File: config.mk
export PLATFORM = sky130hd
export DESIGN_NAME = serial_add_ctrl
export DESIGN_NICKNAME = d
export VERILOG_FILES = /design/src/rtl/serial_add_ctrl_pkg.sv /design/src/rtl/serial_add_ctrl_gfulladd.sv /design/src/rtl/serial_add_ctrl.sv
export SDC_FILE = /design/constraint.sdc
export NUM_CORES = 1
export LEC_CHECK = 0
export BUFFER_PORTS_ARGS = -buffer_cell sky130_fd_sc_hd__buf_2
export CAP_MARGIN = 20
export CORE_ASPECT_RATIO = 1.2
export CORE_MARGIN = 10
export CORE_UTILIZATION = 50
export DETAILED_ROUTE_END_ITERATION = 7
export GPL_TIMING_DRIVEN = 0
export PLACE_DENSITY_LB_ADDON = 0.2
export SLEW_MARGIN = 10
export SYNTH_ARGS = -nofsm -noshare
export SYNTH_HDL_FRONTEND = slang
export SYNTH_SLANG_ARGS = --single-unit
File: constraint.sdc
create_clock -name clk -period 1.55 [get_ports clk]
set_clock_uncertainty 0.1 [all_clocks]
set_input_delay 0.2325 -clock clk [delete_from_list [all_inputs] [get_ports clk]]
set_output_delay 0.2325 -clock clk [all_outputs]
set_load 0.02 [all_outputs]
File: src/rtl/serial_add_ctrl_pkg.sv
// Shared types for the bit-serial adder controller: state encoding and
// the bit-counter width helper.
package serial_add_ctrl_pkg;

    // Encoding 2'd3 is never entered; the next-state logic sends it to S_IDLE.
    typedef enum logic [1:0] {
        S_IDLE = 2'd0,
        S_RUN  = 2'd1,
        S_DONE = 2'd2
    } state_t;

    // Bit-counter width: enough to count 0..WIDTH-1, never less than one bit.
    function automatic int cnt_width(input int w);
        return (w > 1) ? $clog2(w) : 1;
    endfunction

endpackage

File: src/rtl/serial_add_ctrl_gfulladd.sv
// gfulladd: combinational 1-bit full-adder cell, time-shared by
// serial_add_ctrl.
module gfulladd (
    input  logic a,
    input  logic b,
    input  logic cin,
    output logic s,
    output logic cout
);

    assign s    = a ^ b ^ cin;
    assign cout = (a & b) | (cin & (a ^ b));

endmodule

File: src/rtl/serial_add_ctrl.sv
// Bit-serial adder controller: adds two WIDTH-bit operands one bit per clock,
// LSB first, through a single full-adder cell with a registered carry.
module serial_add_ctrl
    import serial_add_ctrl_pkg::*;
#(
    parameter int WIDTH = 8
) (
    input  logic             clk,
    input  logic             rst_n,
    input  logic             in_valid,
    output logic             in_ready,
    input  logic [WIDTH-1:0] a,
    input  logic [WIDTH-1:0] b,
    input  logic             cin,
    output logic             out_valid,
    input  logic             out_ready,
    output logic [WIDTH-1:0] sum,
    output logic             cout
);

    localparam int CW = cnt_width(WIDTH);

    // Handshake: a transfer happens on a rising clk edge where valid and
    // ready are both 1; in_ready depends only on state, never on in_valid.
    state_t           state;
    state_t           state_nxt;
    logic [WIDTH-1:0] sa;
    logic [WIDTH-1:0] sb;
    logic [WIDTH-1:0] sum_r;
    logic             carry;
    logic [CW-1:0]    cnt;
    logic             last_bit;
    logic             fa_s;
    logic             fa_cout;

    assign last_bit = (cnt == CW'(WIDTH - 1));

    gfulladd fa0 (
        .a    (sa[0]),
        .b    (sb[0]),
        .cin  (carry),
        .s    (fa_s),
        .cout (fa_cout)
    );

    always_ff @(posedge clk or negedge rst_n) begin
        if (!rst_n) begin
            state <= S_IDLE;
        end else begin
            state <= state_nxt;
        end
    end

    always_comb begin
        state_nxt = S_IDLE;
        case (state)
            S_IDLE:  state_nxt = in_valid ? S_RUN : S_IDLE;
            S_RUN:   state_nxt = last_bit ? S_DONE : S_RUN;
            S_DONE:  state_nxt = out_ready ? S_IDLE : S_DONE;
            default: state_nxt = S_IDLE;
        endcase
    end

    always_comb begin
        in_ready  = 1'b0;
        out_valid = 1'b0;
        case (state)
            S_IDLE:  in_ready  = 1'b1;
            S_DONE:  out_valid = 1'b1;
            default: ;
        endcase
    end

    // Sum bits enter at the MSB so that after WIDTH shifts bit 0 lands at sum[0].
    always_ff @(posedge clk or negedge rst_n) begin
        if (!rst_n) begin
            sa    <= '0;
            sb    <= '0;
            sum_r <= '0;
            carry <= 1'b0;
            cnt   <= '0;
        end else begin
            case (state)
                S_IDLE: begin
                    if (in_valid) begin
                        sa    <= a;
                        sb    <= b;
                        carry <= cin;
                        sum_r <= '0;
                        cnt   <= '0;
                    end
                end
                S_RUN: begin
                    sa    <= sa >> 1;
                    sb    <= sb >> 1;
                    sum_r <= (sum_r >> 1) | (WIDTH'(fa_s) << (WIDTH - 1));
                    carry <= fa_cout;
                    cnt   <= cnt + CW'(1);
                end
                default: ;
            endcase
        end
    end

    assign sum  = sum_r;
    assign cout = carry;

endmodule
==> out/qor.txt, run 1 <==
run status = completed
vias in the first global route = 1,281
Worst setup EP type = primary output
Cell Chain, Critical Path = buf_4 > nor2b_2 > buf_6
IO Pins = 32
Skew-Pair Late Insertion Delay = 0.32 ns
largest net degree at the start of global routing = 31
Cell Rows = 21
CP peak stage delay = 0.42 ns
final setup fails = 0
GRT Total Usage = 12.8%
Port-buffer cells = 30
nets@finish = 191
Int Pwr = 0.00206 W
synth unique cells = 22
Ys Warns = 0
setup TNS = 0 ns
Starting Density = 52.5%
Clk pwr share = 12.1%
Routed WL = 3380 um
first-pass detailed-route iteration total = 4
sequential power share = 38.8%
# diodes = 0
WP data required = 1.22 ns
CP max-delay cell = dfrtp_1
Net Sw Frac = 39.9%
top cell type's share of synthesized area = 50.4%
first-pass GRT wire length = 5920 um
Tmin final = 1.52 ns
Die ar. = 5570 sq um
Wirelength per Cell = 16.8 um
FMAX = 657 MHz
Tcrit/Tclk final = 98.3%
drt drc = 0
largest cells by area after synthesis = dfrtp_1 50%, nor4b_1 8.2%, nor3b_1 7.1%, a22o_1 6.5%, a211oi_2 5.0%
Synth Cell Area = 1490 sq um
dominant cell type by area after synthesis = dfrtp_1
CTS buffer count = 5
Setup CP Type = reg2out
most common cell after layout, fill and taps aside = buf_2
clock sinks = 30
Least-Margin Pin Slew = 0.651 ns
fin util = 63.5%
sequential area share after synthesis = 50.4%
Syn Nets = 151
PwrDens = 1900 nW/um^2
core area = 2840 sq um
crit-path max FO = 3
Hold Path Class = in2reg
Switch Pwr = 0.00137 W
RD Place Congestion = 0.753
initial antenna violation count = 0
unrepaired setup endpoints after global routing = true
Clk pin slew, worst setup/hold paths = 0.09 ns
layout cell share with drive strength beyond 1 = 37.1%
final HPWL from detailed placement = 2410 um
Overflow after GRT = 0
most frequent cells in the layout = 32 x buf_2, 30 x dfrtp_1, 17 x inv_1
Synth Register Bits = 30
Final Slew Violations = 0
die span in x = 69.8 um
Leakage = 0.853 nW
Setup crit start kind = flip-flop
Die Y-Extent = 79.8 um
Antenna Nets Post-Route = 0
buffer depth of the longest clock path = 2
combinational power share = 49.1%
Hold Vio Cnt, Final = 0
CTS tree = done
number of DRC markers in iteration 0 = 79
vias = 1,117
syn avg cell area = 11.7 sq um
via density per instance = 5.56
Root Driver = clkbuf_4
H-tree depth = 2
max capacitance violation total = 0
Layout area overhead = 21.0%
arrival time at the worst endpoint = 1.19 ns
Post-Syn Instances = 127
maximum VDD drop = 1.15 mV
Max-slew headroom = 56.6%
## cell usage after synthesis (all sizes together)
library cell,count
a22o,11
fa,1
a222oi,1
a21oi,1
clkbuf,4
nor3b,14
nand2b,2
and2b,1
inv,17
a211oi,14
buf,8
mux2,1
a32o,2
dfrtp,30
o21bai,1
nor2,1
ha,2
nor2b,2
nor4b,14
## layer usage
metal	wire length (um)	vias to the layer above	global-route usage (%)	share of wire, %
li1	-	541	-	-
met2	1580	32	22.0	47
met4	47	0	4.15	1.4
met3	206	5	4.85	6.1
met5	0	-	0	0
met1	1540	539	14.3	46
## final cells by class
type,count,area [sq um]
clock buffer,5,37.5
sequential,30,751
tap,34,42.5
fill,246,1040
inverter,17,63.8
timing repair buffer,33,188
buffer,12,75.1
multi-input combinational,68,634
clock inverter,2,10.0
## power by group through the flow
stage | combinational [W] | sequential (W) | clock, W
CTS | 0.00169 | 0.00133 | 0.000431
detailed placement | 0.00162 | 0.00134 | 0
finish | 0.00168 | 0.00133 | 0.000415
global route | 0.00188 | 0.00138 | 0.000464
global placement | 0.00158 | 0.00132 | 0
floorplan | 0.00110 | 0.00142 | 0
## cell families after synthesis
kind of cell | count (synthesis) | synth area share [%]
compound gates | 30 | 19.2
fa+ha+maj | 3 | 3.02
buf+inv | 29 | 8.91
flops | 30 | 50.4
mux | 1 | 0.756
simple gates | 34 | 17.7
## through the flow
step | cell area [sq um] | setup WS, ns | cells | power [W] | hold slack, ns
floorplan | 1490 | 0.0540 | 127 | 0.00252 | -0.163
global placement | 1680 | 0.124 | 191 | 0.00290 | 0.197
detailed placement | 1680 | 0.0633 | 191 | 0.00297 | 0.210
CTS | 1780 | 0.00638 | 201 | 0.00346 | 0.0605
global route | 1800 | -0.0469 | 201 | 0.00372 | 0.0555
finish | 1800 | 0.0270 | 201 | 0.00343 | 0.0641
## worst max-delay path, delay by kind of cell (launching register included)
kind	cells	cell delay, ns
flip-flops	1	0.42
buffers and inverters	2	0.28
AND/OR/NAND/NOR	1	0.16
## path summary, 6_finish.rpt
| kind | startpoint | to | slack (ns) | cells past startpoint |
|---|---|---|---|---|
| hold reg to reg | sum[0] | sum[0] | 0.40 | 1 |
| min in group asynchronous | rst_n | cout | 0.36 | 2 |
| setup reg to reg | state[1] | sb[5] | 0.04 | 4 |
| max in group asynchronous | rst_n | sa[1] | 0.57 | 2 |
| hold / removal | b[7] | sb[7] | 0.06 | 2 |
| setup / recovery | state[1] | out_valid | 0.03 | 3 |
## registers in the layout, indices dropped and copies added, names as in the netlist
name   count
sa         8
state      2
sum        8
cnt        3
sb         8
cout       1
## repair_timing
item                                   CTS  global route
endpoints found under the hold margin   30             0
gates resized for setup                  6             9
gates cloned                             0             0
setup buffers                            2             0
hold buffers                             1             0
setup endpoints to repair                1             9
pin swaps                                1             0
No activity file was read; power rests on OpenSTA's default activity.
==> run 2, diff against run 1 <==
--- a/config.mk
+++ b/config.mk
@@ -10,6 +10,7 @@
 export CORE_ASPECT_RATIO = 1.2
 export CORE_MARGIN = 10
 export CORE_UTILIZATION = 50
+export CTS_BUF_LIST = sky130_fd_sc_hd__clkbuf_8
 export DETAILED_ROUTE_END_ITERATION = 7
 export GPL_TIMING_DRIVEN = 0
 export PLACE_DENSITY_LB_ADDON = 0.2
==> run 2 against run 1 <==
- count of clock-buffer cells in the layout unchanged
- worst setup slack gained 0.037 ns
- flip-flop and latch count unchanged
- clock power grew 36%
==> out/qor.txt, run 2 (same netlist as run 1, synthesis figures left out) <==
run status = completed
combinational power share = 46.3% (-2.8 points)
IO Pins = 32 (unchanged)
most frequent cells in the layout = 33 x buf_2, 30 x dfrtp_1, 17 x inv_1
Wirelength per Cell = 16.8 um (+0.11%)
CTS buffer count = 5 (unchanged)
HP Start = a[7]
core area = 2840 sq um (unchanged)
Routed WL = 3370 um (-0.38%)
Worst setup EP type = primary output
Tmin final = 1.49 ns (-0.0368 ns)
GRT Total Usage = 12.6% (-0.18 points)
sequential power share = 37.8% (-1.0 points)
Cell Rows = 21 (unchanged)
Skew-Pair Late Insertion Delay = 0.27 ns (-0.05 ns)
initial antenna violation count = 0 (unchanged)
arrival time at the worst endpoint = 1.15 ns (-0.04 ns)
WP data required = 1.22 ns (about the same)
Clk pwr share = 15.9% (+3.8 points)
Starting Density = 52.5% (unchanged)
largest net degree at the start of global routing = 31 (unchanged)
final cell count without fillers = 200 (-0.50%)
first-pass GRT wire length = 5860 um (-1.0%)
Die Y-Extent = 79.8 um (unchanged)
buffer depth of the longest clock path = 2 (unchanged)
via density per instance = 5.48 (-1.4%)
PwrDens = 1980 nW/um^2 (+3.8%)
Final Slew Violations = 0 (unchanged)
first-pass detailed-route iteration total = 4 (unchanged)
Antenna Nets Post-Route = 0 (unchanged)
die span in x = 69.8 um (unchanged)
RD Place Congestion = 0.753 (unchanged)
crit-path max FO = 10 (+7)
final HPWL from detailed placement = 2410 um (unchanged)
most common cell after layout, fill and taps aside = buf_2
fin area = 1790 sq um (-0.42%)
Hold Path Class = in2reg
Root Driver = clkbuf_8
Least-Margin Pin Slew = 0.657 ns (+0.00591 ns)
Port-buffer cells = 30 (unchanged)
crit path from = state[1]
Overflow after GRT = 0 (unchanged)
clock sinks = 30 (unchanged)
hold_ws = 0.121 ns (+0.0566 ns)
Tcrit/Tclk final = 95.9% (-2.4 points)
Int Pwr = 0.00218 W (+5.6%)
drt drc = 0 (unchanged)
nets@finish = 190 (-0.52%)
Die ar. = 5570 sq um (unchanged)
# diodes = 0 (unchanged)
Hold Vio Cnt, Final = 0 (unchanged)
Setup CP Type = reg2out
H-tree depth = 2 (unchanged)
vias in the first global route = 1,275 (-0.47%)
Leakage = 0.848 nW (-0.58%)
Switch Pwr = 0.00137 W (about the same)
setup TNS = 0 ns (unchanged)
final setup fails = 0 (unchanged)
Layout area overhead = 20.5%
vias = 1,096 (-1.9%)
unrepaired setup endpoints after global routing = true
r2r startpoint = state[0]
layout cell share with drive strength beyond 1 = 33.7% (-3.4 points)
max capacitance violation total = 0 (unchanged)
maximum VDD drop = 1.23 mV (+7.4%)
Max-slew headroom = 56.2% (-0.39 points)
Clk pin slew, worst setup/hold paths = 0.06 ns (-0.03 ns)
Setup crit start kind = flip-flop
CTS tree = done
DP Cell Count = 191 (unchanged)
Placed Area = 1680 sq um (unchanged)
FMAX = 673 MHz (+2.5%)
Net Sw Frac = 38.6% (-1.3 points)
number of DRC markers in iteration 0 = 63 (-20%)
# fillers = 247 (+0.41%)
==> run 2: cell types whose count changed in the layout (fill, tap and decap cells not counted), sizes merged <==
cell,before,now
buf,40,39
==> run 2: worst paths after layout <==
check | endpoint | slack (ns) | depth (start not counted)
setup / recovery | in_ready | 0.06 | 3
hold / removal | sa[7] | 0.12 | 2
setup reg to reg | sa[0] | 0.08 | 4
hold reg to reg | sum[0] | 0.40 | 1
max in group asynchronous | sa[5] | 0.50 | 2
min in group asynchronous | sa[2] | 0.43 | 2
==> run 2: per-stage QoR <==
| stage | power [W] | setup slack [ns] | utilization (%) |
|---|---|---|---|
| after floorplan | 0.00252 | 0.0540 | - |
| final | 0.00355 | 0.0637 | 63.2 |
| after CTS | 0.00359 | 0.0210 | 63.0 |
| after detailed placement | 0.00297 | 0.0633 | 59.3 |
| after global routing | 0.00383 | -0.0161 | 63.2 |
| after global placement | 0.00290 | 0.124 | 59.3 |
==> run 2: final cells by class <==
type	instances	area [sq um]	share of cell area [%]
clock buffer	5	68.8	3.84
tap	34	42.5	2.37
timing repair buffer	32	170	9.48
inverter	17	63.8	3.56
buffer	12	72.6	4.04
sequential	30	751	41.8
clock inverter	2	10.0	0.558
multi-input combinational	68	616	34.3
==> run 2: metal layers <==
| layer | routed length, um | track usage, % |
|---|---|---|
| met1 | 1560 | 14.2 |
| met4 | 32 | 4.94 |
| met2 | 1590 | 21.7 |
| met5 | 0 | 0 |
| met3 | 188 | 4.10 |
==> run 2: what timing repair did <==
action,in CTS,in global routing
hold buffers,1,0
buffers inserted,1,0
setup endpoints to repair,1,2
gates resized for setup,3,2
endpoints found under the hold margin,30,0
pin swaps,0,1
==> run 2: worst max-delay path, stage by stage, from the launching register on <==
cell,delay (ns)
dfrtp_1,0.42
buf_6,0.17
nor2_4,0.13
buf_4,0.16
==> run 2: power by group through the flow <==
stage / combinational (W) / sequential [W] / clock, W
6_report: 0.00164 / 0.00134 / 0.000564
5_1_grt: 0.00183 / 0.00138 / 0.000617
4_1_cts: 0.00166 / 0.00134 / 0.000584
3_5_place_dp: 0.00162 / 0.00134 / 0
3_3_place_gp: 0.00158 / 0.00132 / 0
2_1_floorplan: 0.00110 / 0.00142 / 0
